[config.mk]
export PLATFORM = sky130hd
export DESIGN_NAME = inst_fetch_unit
export DESIGN_NICKNAME = d
export VERILOG_FILES = /design/src/rtl/inst_fetch_unit_pkg.sv /design/src/rtl/inst_fetch_unit_addr_map.sv /design/src/rtl/inst_fetch_unit.sv
export SDC_FILE = /design/constraint.sdc
export NUM_CORES = 1
export LEC_CHECK = 0
export ABC_AREA = 1
export BUFFER_PORTS_ARGS = -buffer_cell sky130_fd_sc_hd__buf_2
export CAP_MARGIN = 40
export CELL_PAD_IN_SITES_DETAIL_PLACEMENT = 1
export CELL_PAD_IN_SITES_GLOBAL_PLACEMENT = 2
export CORE_ASPECT_RATIO = 1.4
export CORE_MARGIN = 1.5
export CORE_UTILIZATION = 30
export CTS_BUF_LIST = sky130_fd_sc_hd__clkbuf_16
export CTS_CLUSTER_SIZE = 10
export DETAILED_ROUTE_END_ITERATION = 7
export PLACE_DENSITY_LB_ADDON = 0.1
export SYNTH_ARGS = -nofsm -noshare
export SYNTH_HDL_FRONTEND = slang
export SYNTH_SLANG_ARGS = --single-unit
[constraint.sdc]
create_clock -name clk -period 11.1 [get_ports clk]
set_input_delay 1.665 -clock clk [delete_from_list [all_inputs] [get_ports clk]]
set_output_delay 1.665 -clock clk [all_outputs]
set_load 0.05 [all_outputs]
[src/rtl/inst_fetch_unit_pkg.sv]
`default_nettype none
// ============================================================================
// Module      : inst_fetch_unit_pkg
// Description : Shared CPU definitions used by the instruction fetch slice:
//               fetch FSM state encoding, kseg segment tags and the physical
//               address mask applied to unmapped kernel segments.
// Revision    : 1.0 - initial release
// ============================================================================
package inst_fetch_unit_pkg;

    // Fetch FSM states; at most one bus request is ever outstanding.
    typedef enum logic [1:0] {
        ST_REQ       = 2'd0,  // present a request for pc_i
        ST_WAIT_DATA = 2'd1,  // address accepted, waiting for data
        ST_HOLD      = 2'd2,  // data captured while decode was stalled
        ST_DISCARD   = 2'd3   // drain a response that belongs to a dead PC
    } fetch_state_e;

    // Top three address bits identifying the unmapped kernel segments.
    localparam logic [2:0]  KSEG0_SEG = 3'b100;
    localparam logic [2:0]  KSEG1_SEG = 3'b101;

    // Strips the segment bits, leaving the physical address.
    localparam logic [31:0] ADDR_MASK = 32'h1FFF_FFFF;

endpackage : inst_fetch_unit_pkg
`default_nettype wire

[src/rtl/inst_fetch_unit_addr_map.sv]
`default_nettype none
// ============================================================================
// Module      : inst_addr_map
// Description : Combinational virtual-to-physical translation for fetch.
//               kseg0/kseg1 addresses have their segment bits cleared; all
//               other addresses pass through unchanged.
// Ports       : pc_i   - virtual fetch address
//               addr_o - physical address for the bus
// Revision    : 1.0 - initial release
// ============================================================================
module inst_addr_map
    import inst_fetch_unit_pkg::*;
#(
    parameter int WIDTH = 32
) (
    input  logic [WIDTH-1:0] pc_i,
    output logic [WIDTH-1:0] addr_o
);

    logic [2:0] w_seg;

    assign w_seg = pc_i[WIDTH-1 -: 3];

    always_comb begin
        addr_o = pc_i;
        if ((w_seg == KSEG0_SEG) || (w_seg == KSEG1_SEG)) begin
            addr_o = pc_i & WIDTH'(ADDR_MASK);
        end
    end

endmodule : inst_addr_map
`default_nettype wire

[src/rtl/inst_fetch_unit.sv]
`default_nettype none
// ============================================================================
// Module      : inst_fetch_unit
// Description : Instruction fetch stage. Issues one sram-like request at a
//               time for pc_i, buffers data when decode stalls, drops stale
//               responses after a flush and raises an address-error for
//               misaligned PCs. IF/ID outputs are registered.
// Ports       : clk, rst (async, active-high)
//               pc_i / pc_en_o          - PC register value / advance enable
//               flush_i, stall_i        - redirect and decode back-pressure
//               inst_req, inst_addr     - bus request channel
//               inst_addr_ok, inst_data_ok, inst_rdata - bus response channel
//               id_valid_o, id_pc_o, id_inst_o, id_adel_o - IF/ID register
// Revision    : 1.0 - initial release
// ============================================================================
module inst_fetch_unit
    import inst_fetch_unit_pkg::*;
#(
    parameter int WIDTH = 32
) (
    input  logic             clk,
    input  logic             rst,
    input  logic [WIDTH-1:0] pc_i,
    output logic             pc_en_o,
    input  logic             flush_i,
    input  logic             stall_i,
    output logic             inst_req,
    output logic [WIDTH-1:0] inst_addr,
    input  logic             inst_addr_ok,
    input  logic             inst_data_ok,
    input  logic [WIDTH-1:0] inst_rdata,
    output logic             id_valid_o,
    output logic [WIDTH-1:0] id_pc_o,
    output logic [WIDTH-1:0] id_inst_o,
    output logic             id_adel_o
);

    fetch_state_e     state_q, state_d;
    logic [WIDTH-1:0] buf_q, buf_d;
    logic             id_valid_q, id_valid_d;
    logic [WIDTH-1:0] id_pc_q, id_pc_d;
    logic [WIDTH-1:0] id_inst_q, id_inst_d;
    logic             id_adel_q, id_adel_d;

    logic             w_req;
    logic             w_pc_en;
    logic             w_aligned;

    assign w_aligned = (pc_i[1:0] == 2'b00);

    inst_addr_map #(
        .WIDTH (WIDTH)
    ) u_addr_map (
        .pc_i   (pc_i),
        .addr_o (inst_addr)
    );

    always_comb begin
        state_d    = state_q;
        buf_d      = buf_q;
        w_req      = 1'b0;
        w_pc_en    = 1'b0;
        // Stalled decode keeps its instruction; otherwise the slot empties
        // unless something below loads it.
        id_valid_d = stall_i ? id_valid_q : 1'b0;
        id_pc_d    = id_pc_q;
        id_inst_d  = id_inst_q;
        id_adel_d  = id_adel_q;

        case (state_q)
            ST_REQ: begin
                if (flush_i) begin
                    // Request is withdrawn, but an addr_ok in this cycle
                    // still leaves a response in flight that must be drained.
                    if (inst_addr_ok) begin
                        state_d = ST_DISCARD;
                    end
                end else if (w_aligned) begin
                    w_req = 1'b1;
                    if (inst_addr_ok) begin
                        state_d = ST_WAIT_DATA;
                    end
                end else if (!stall_i) begin
                    // Misaligned fetch: no bus access, pass the exception on.
                    id_valid_d = 1'b1;
                    id_pc_d    = pc_i;
                    id_inst_d  = '0;
                    id_adel_d  = 1'b1;
                    w_pc_en    = 1'b1;
                end
            end

            ST_WAIT_DATA: begin
                if (flush_i) begin
                    state_d = inst_data_ok ? ST_REQ : ST_DISCARD;
                end else if (inst_data_ok) begin
                    if (!stall_i) begin
                        id_valid_d = 1'b1;
                        id_pc_d    = pc_i;
                        id_inst_d  = inst_rdata;
                        id_adel_d  = 1'b0;
                        w_pc_en    = 1'b1;
                        state_d    = ST_REQ;
                    end else begin
                        buf_d   = inst_rdata;
                        state_d = ST_HOLD;
                    end
                end
            end

            ST_HOLD: begin
                if (flush_i) begin
                    state_d = ST_REQ;
                end else if (!stall_i) begin
                    // pc_i has not advanced yet, so it still matches buf_q.
                    id_valid_d = 1'b1;
                    id_pc_d    = pc_i;
                    id_inst_d  = buf_q;
                    id_adel_d  = 1'b0;
                    w_pc_en    = 1'b1;
                    state_d    = ST_REQ;
                end
            end

            ST_DISCARD: begin
                if (inst_data_ok) begin
                    state_d = ST_REQ;
                end
            end

            default: begin
                state_d = ST_REQ;
            end
        endcase

        if (flush_i) begin
            id_valid_d = 1'b0;
            id_adel_d  = 1'b0;
        end
    end

    always_ff @(posedge clk or posedge rst) begin
        if (rst) begin
            state_q    <= ST_REQ;
            buf_q      <= '0;
            id_valid_q <= 1'b0;
            id_pc_q    <= '0;
            id_inst_q  <= '0;
            id_adel_q  <= 1'b0;
        end else begin
            state_q    <= state_d;
            buf_q      <= buf_d;
            id_valid_q <= id_valid_d;
            id_pc_q    <= id_pc_d;
            id_inst_q  <= id_inst_d;
            id_adel_q  <= id_adel_d;
        end
    end

    // Reset gates the combinational strobes so nothing leaks while held.
    assign inst_req   = w_req & ~rst;
    assign pc_en_o    = w_pc_en & ~rst;
    assign id_valid_o = id_valid_q;
    assign id_pc_o    = id_pc_q;
    assign id_inst_o  = id_inst_q;
    assign id_adel_o  = id_adel_q;

endmodule : inst_fetch_unit
`default_nettype wire
# Yosys cells after proc, flatten, opt, wreduce, memory -nomap -nowiden
# Index checks and enable logic that the tools add are counted.
# classes
eq_ne	20
n_mux	51
bitwise	4
n_reduce_logical	10
# ops
op	n
32-bit 2-to-1 mux	15
32-bit case mux with 3 select lines	2
2-bit 2-to-1 mux	11
2-bit != test (second input constant)	10
1-bit 2-to-1 mux	19
3-bit != test (second input constant)	5
1-bit case mux with 3 select lines	3
9-bit AND reduction	1
2-bit case mux with 4 select lines	1
4-bit AND reduction	2
3-bit == test (second input constant)	2
6-bit AND reduction	1
5-bit AND reduction	1
2-bit == test (second input constant)	2
2-bit zero test	2
4-bit nonzero test	1
3-bit nonzero test	1
1-bit bitwise AND	2
2-bit by 1-bit == test with 1-bit output (second input constant)	1
1-bit NOT	2
1-bit logical OR	1
# totals
register_bits	100
output_inout_bits	100

# Longest topological paths before layout
# Gate-level depths: netlist of the first run.
# logic_depth
depth_word	5
ltp_mapped	10
ltp_nobuf	8

# By module
# A second synthesis of the first run with hierarchy kept.
# unflattened
cells_unflattened	650
area_unflattened_um2	5077.4
# modules_own_cells
mod	instances	cells_per_inst	area_per_inst_um2	seq_area_each_um2
inst_fetch_unit	1	615	4832.1	2502.4
inst_addr_map	1	35	245.2	0.0

# Least setup slack after synthesis of the first run
# No wires, ideal clock.
# synth_path
path_type	input to output
from	in rst
to	out pc_en_o
t_arrival_ns	4.830
required_time_ns	9.435
slack_ns	4.605
stages	3
path_buffers	0
cell_sequence	inv_1 nand3_1 a31oi_1
# synth_via
elab_chain_cells	2
# synth_lines
item	line	source
start: declaration	inst_fetch_unit.sv:22	input logic rst,
1-bit NOT	inst_fetch_unit.sv:162	assign pc_en_o = w_pc_en & ~rst;
1-bit bitwise AND	inst_fetch_unit.sv:162	
end: declaration	inst_fetch_unit.sv:24	output logic pc_en_o,
# No other way between the ends.

# Final worst setup path of the first run
# Ends and elaborated chain as after synthesis.

==> flow_summary.toml, run 1 <==
[job]
cap_viol_max_count = 0

[cts]
cts_setup_buffers = 0
root_buffer = "clkbuf_16"
numCtsBuffers = 9
cts.sinks = 100
ctsResizeCount = 0
clk_pin_slew_ns = 0.07
clk_path_buf_depth = 2
clock_latency_ns = 0.34
tritoncts = "built"
htreeDepth = 3
cts-hold-fix-buffers = 0

[sta]
clock_skew_ns = 0.00615
finalHoldViolCount = 0
worst_pin_slew_ns = 0.837
min_period_ns = 4.52
setup_tns_ns = 0
finalSetupViolCount = 0
fmax_mhz = 221
slew_headroom = 0.441
rsz0062_at_grt = "false"
slew_violations = 0
finalCritPeriodShare = 0.407

[worst_setup_path]
end_kind = "output port"
crit_slowest_cell = "inv_4"
cp_data_arrival_time_ns = 2.86
critical-path-max-stage-delay_ns = 0.49
rrSetupSlack_ns = 7.72
crit_type = "in2out"
crit_path_cell_trace = "buf_2, inv_4, nand3_1, a31oi_1, buf_2"
cp_max_fo = 52
path_common_cell = "buf_2"
worstPathRequired_ns = 9.44
start_kind = "input port"

[logic_synthesis]
synth.distinct_cells = 22
syn-cell-area_mm2 = 0.00509
synth_enable_flop_cells = 0
synth.net_count = 734
synth.top_cell.area_share = 0.491
ys_seq_elements = 100
synth_area_leaders = "dfrtp_1, nand2_1, o21ai_0"
synthTopCellsByCount = "nand2_1, dfrtp_1, o21ai_0, inv_1, nand3_1"
ys_seq_area_frac = 0.491
synthArstFlopShare = 1.00
yosysMostFrequentCell = "nand2_1"
yosys.area.top_type = "dfrtp_1"
ys.flop_type = "dfrtp_1"
yosysWarnings = 0
syn_inst = 657
avgSynthCellArea_um2 = 7.75

[floorplanning]
initial_core_util = 0.305
die-width_um = 113
rows = 56
num_io_pins = 170
die_h_um = 157
die-area_mm2 = 0.0178
core_area_mm2 = 0.0167

[layout]
insertedDiodeCount = 0
finalNonFillerCells = 982
area_delta_synth_final_pct = 21.0
fill_cells = 2100
multi_input_comb_area_mm2 = 0.00197
nets = 853
drive_gt1_frac = 0.261
seqCellArea_mm2 = 0.00250

[power_and_ir_drop]
power_leakage_nw = 3.45
p_per_area_mw_per_mm2 = 320
vdd_drop_max_uv = 144

[route]
via_per_inst = 4.71
drc = 0
ant_nets = 0
num_vias = 4630
drt-total-wl_um = 15200
drtIter0Drc = 171
firstDrtPassIters = 4
routedWlPerCell_um = 15.5

[global_routing]
first_global_vias = 4848
grt_overflow = 0
grt_max_degree = 59
grt_pass1_wl_um = 25200
antenna_found_initial = 0
grt_usage = 0.179

[placed_design]
io_buffer_count = 169
dp.cells = 968
place.gp.congestion = 0.782
dp_hpwl_um = 10200

[outcome]
status = "finished clean"

[hold_path]
hold_class = "reg2reg"
[path summary, 6_finish.rpt]
path	from	endpoint	cells past startpoint
max	rst	pc_en_o	5
min	id_inst_o[12]$_DFFE_PP0P_	id_inst_o[12]$_DFFE_PP0P_	2
max reg2reg	state_q[0]$_DFFE_PP0P_	id_inst_o[14]$_DFFE_PP0P_	9
min reg2reg	id_inst_o[12]$_DFFE_PP0P_	id_inst_o[12]$_DFFE_PP0P_	2
max in group asynchronous	rst	buf_q[21]$_DFFE_PP0P_	3
min in group asynchronous	rst	id_pc_o[5]$_DFFE_PP0P_	2
[cell families after synthesis]
group	after synthesis	synth area share
adders and majority gates	7	0.0172
and+or+nand+nor	328	0.265
buffers and inverters	119	0.124
AOI/OAI and AO/OA	103	0.102
DFF	100	0.491
[state kept, by name, summed over array words and instances, names as in the netlist]
signal      cells
id_valid_o      1
id_pc_o        32
state_q         2
buf_q          32
id_adel_o       1
id_inst_o      32
[power by group]
| group | total [mW] | leakage, nW | internal [mW] | switching [mW] |
|---|---|---|---|---|
| combinational | 1.06 | 2.02 | 0.249 | 0.809 |
| clock | 0.310 | 0.135 | 0.172 | 0.138 |
| sequential | 0.601 | 1.29 | 0.518 | 0.0824 |
| total | 1.97 | 3.45 | 0.939 | 1.03 |
[layout make-up]
cell class              count  share of cell area
clock buffers               9              0.0366
clock inverters             5             0.00894
inverters                  52              0.0321
multi-input cells         438               0.320
flip-flops and latches    100               0.406
well taps                 203              0.0412
repair buffers            175               0.155
[critical path: cells and delay by family]
kind                   cells  cell delay (ns)
AOI/OAI and AO/OA          1             0.15
and+or+nand+nor            1             0.14
buffers and inverters      3             0.89
[routing by layer]
metal	track usage	up-vias	routed length, um
li1	-	2261	-
met4	0.0577	0	219
met5	0	-	0
met3	0.0393	14	765
met2	0.305	128	7270
met1	0.227	2227	6950
[per-stage QoR]
stage,power (mW),hold slack [ns],instance area (um2),setup slack (ns),utilization
floorplan,1.39,0.453,5090,4.61,-
global placement,1.63,0.450,5790,6.47,0.347
detailed placement,1.68,0.456,5880,6.49,0.353
CTS,2.01,0.474,6160,6.49,0.369
global route,2.12,0.492,6160,6.33,0.369
finish,1.97,0.465,6160,6.58,0.369
[cell usage in the layout (no fill, tap or decap), drive strengths merged, types with 3 or more instances in the layout]
cell type and n:
a21oi 34, buf 175, clkbuf 9, clkinv 3, dfrtp 100, ha 7, inv 52, nand2 262
nand3 46, nor2 19, o21ai 67
Power figures use the tool's default switching activity.
==> run 2, diff against run 1 <==
ABC_AREA = 0   (was 1)
CORE_UTILIZATION = 31   (was 30)
clock period = 4.5 ns   (was 11.1 ns; I/O delays follow)
==> run 2 against run 1 <==
Critical path depth unchanged. Die area down 10%. Final cell count down 25%. Largest cell class unchanged. Worst setup slack worse by 5.2 ns. Combinational power up 120%. Worst hold slack worse by 0.15 ns. Critical endpoint unchanged. Largest power group unchanged. Non-clock buffer count up 2. Sequential cell count unchanged.
==> flow_summary.toml, run 2 <==
[layout]
area_delta_synth_final_pct = 24.5
drive_gt1_frac = 0.430
multi_input_comb_area_mm2 = 0.00182
fill_cells = 1707
nets = 612
final_cell_mix = "buf_2, dfrtp_1, o21ai_0"
final_common_cell = "buf_2"
insertedDiodeCount = 0
seqCellArea_mm2 = 0.00250

[hold_path]
hold_class = "in2async"

[cts]
numCtsBuffers = 9
cts_setup_buffers = 0
clk_path_buf_depth = 2
clk_pin_slew_ns = 0.07
cts.sinks = 100
ctsResizeCount = 0
tritoncts = "built"
htreeDepth = 3
clock_latency_ns = 0.35
root_buffer = "clkbuf_16"
cts-hold-fix-buffers = 0

[sta]
clock_skew_ns = 0.00654
worst_pin_slew_ns = 0.793
fmax_mhz = 316
rsz0062_at_grt = "false"
finalCritPeriodShare = 0.704
setup_tns_ns = 0
slew_headroom = 0.472
slew_violations = 0
finalSetupViolCount = 0
finalHoldViolCount = 0
min_period_ns = 3.17

[route]
drc = 0
drt-total-wl_um = 12200
via_per_inst = 4.89
ant_nets = 0
num_vias = 3581
routedWlPerCell_um = 16.7
firstDrtPassIters = 4
drtIter0Drc = 91

[logic_synthesis]
avgSynthCellArea_um2 = 11.6
synthTopCellsByCount = "dfrtp_1, o21ai_0, nand2_1, mux2_2, a22o_1"
syn-cell-area_mm2 = 0.00472
ys_seq_elements = 100
synth.top_cell.area_share = 0.530
synth_enable_flop_cells = 0
yosysWarnings = 0
synth.net_count = 483
ys.flop_type = "dfrtp_1"
yosys.area.top_type = "dfrtp_1"
ys_seq_area_frac = 0.530
synthArstFlopShare = 1.00
syn_inst = 406
synth.distinct_cells = 40
synth_area_leaders = "dfrtp_1, mux2_2, mux2_1"
yosysMostFrequentCell = "dfrtp_1"

[power_and_ir_drop]
power_leakage_nw = 2.84
fin_total_pwr_mw = 4.65
pwr-share-seq = 0.306
p_sw_frac = 0.456
switchingPower_mw = 2.12
p_int_mw = 2.53
pwr-share-clk = 0.192
p_comb_frac = 0.501
p_per_area_mw_per_mm2 = 791
vdd_drop_max_uv = 284

[floorplanning]
die-width_um = 107
initial_core_util = 0.315
rows = 53
num_io_pins = 170
core_area_mm2 = 0.0150
die-area_mm2 = 0.0160
die_h_um = 149

[worst_setup_path]
cp_max_fo = 37
critical-path-max-stage-delay_ns = 0.72
start_kind = "flop"
crit_slowest_cell = "ha_2"
worstPathRequired_ns = 3.83
cp_data_arrival_time_ns = 2.49
path_common_cell = "inv_1"
crit_type = "reg2out"
rrSetupSlack_ns = 1.66
r2r-end = "id_pc_o[31]$_DFFE_PP0P_"
crit_path_cell_trace = "inv_1, ha_2, inv_1, a311oi_1, buf_2"
rr_worst_depth = 8
rr_startpoint = "state_q[0]$_DFFE_PP0P_"
end_kind = "output port"

[global_routing]
grt_max_degree = 41
grt_usage = 0.162
grt_overflow = 0
grt_pass1_wl_um = 20000
first_global_vias = 3666
antenna_found_initial = 0

[placed_design]
dp_hpwl_um = 8600
io_buffer_count = 169
place.gp.congestion = 0.685

[outcome]
status = "finished clean"

[job]
cap_viol_max_count = 0
==> run 2: logic make-up (layout without fill, tap and decap cells) <==
family	count (synthesis)	after routing	synth area share
DFF	100	100	0.530
buffers and inverters	66	200	0.0866
adders and majority gates	7	7	0.0185
AOI/OAI and AO/OA	115	115	0.154
and+or+nand+nor	52	52	0.0535
muxes	66	66	0.157
==> run 2: cell type report <==
cell class / instances / area share
flip-flops and latches: 100 / 0.426
clock buffers: 9 / 0.0383
multi-input cells: 240 / 0.309
inverters: 7 / 0.00490
clock inverters: 7 / 0.0194
well taps: 192 / 0.0409
repair buffers: 177 / 0.162
==> run 2: metal layers <==
layer / up-vias / track usage / part of all wire
li1: 1666 / - / -
met4: 0 / 0.0540 / 0.015
met5: - / 0 / 0
met2: 118 / 0.273 / 0.50
met1: 1785 / 0.200 / 0.42
met3: 12 / 0.0419 / 0.062
==> run 2: per-stage QoR <==
step            util  std cells  setup WS, ns  cell area (um2)  hold slack (ns)
2_1_floorplan      -        406          1.21             4720            0.480
3_3_place_gp   0.365        713          1.38             5470            0.462
3_5_place_dp   0.370        716          1.62             5540            0.469
4_1_cts        0.392        732          1.29             5880            0.315
5_1_grt        0.392        732          1.13             5880            0.348
6_report       0.392        732          1.33             5880            0.314
==> run 2: worst max-delay path by stage <==
stage                                 startpoint                      end  slack, ns  cells past startpoint
after global placement    state_q[0]$_DFFE_PP0P_  id_pc_o[31]$_DFFE_PP0P_       1.38                      7
after detailed placement  state_q[0]$_DFFE_PP0P_  id_pc_o[31]$_DFFE_PP0P_       1.62                      8
final                     state_q[0]$_DFFE_PP0P_                  pc_en_o       1.33                      5
after global routing      state_q[0]$_DFFE_PP0P_                  pc_en_o       1.13                      5
after CTS                 state_q[0]$_DFFE_PP0P_                  pc_en_o       1.29                      5
after floorplan                              rst     buf_q[0]$_DFFE_PP0P_       1.21                      1
==> run 2: worst max-delay path, delay by kind of cell, from the launching register on <==
kind	cells	cell delay [ns]
adders and majority gates	1	0.72
AOI/OAI and AO/OA	1	0.32
buffers and inverters	3	0.65
DFF	1	0.44
==> run 2: power groups by stage <==
stage / logic [mW] / clock network, mW / registers, mW
after global routing: 2.51 / 0.961 / 1.48
after global placement: 2.26 / 0 / 1.43
after floorplan: 1.10 / 0 / 2.13
after CTS: 2.37 / 0.916 / 1.43
final: 2.33 / 0.894 / 1.42
after detailed placement: 2.37 / 0 / 1.45
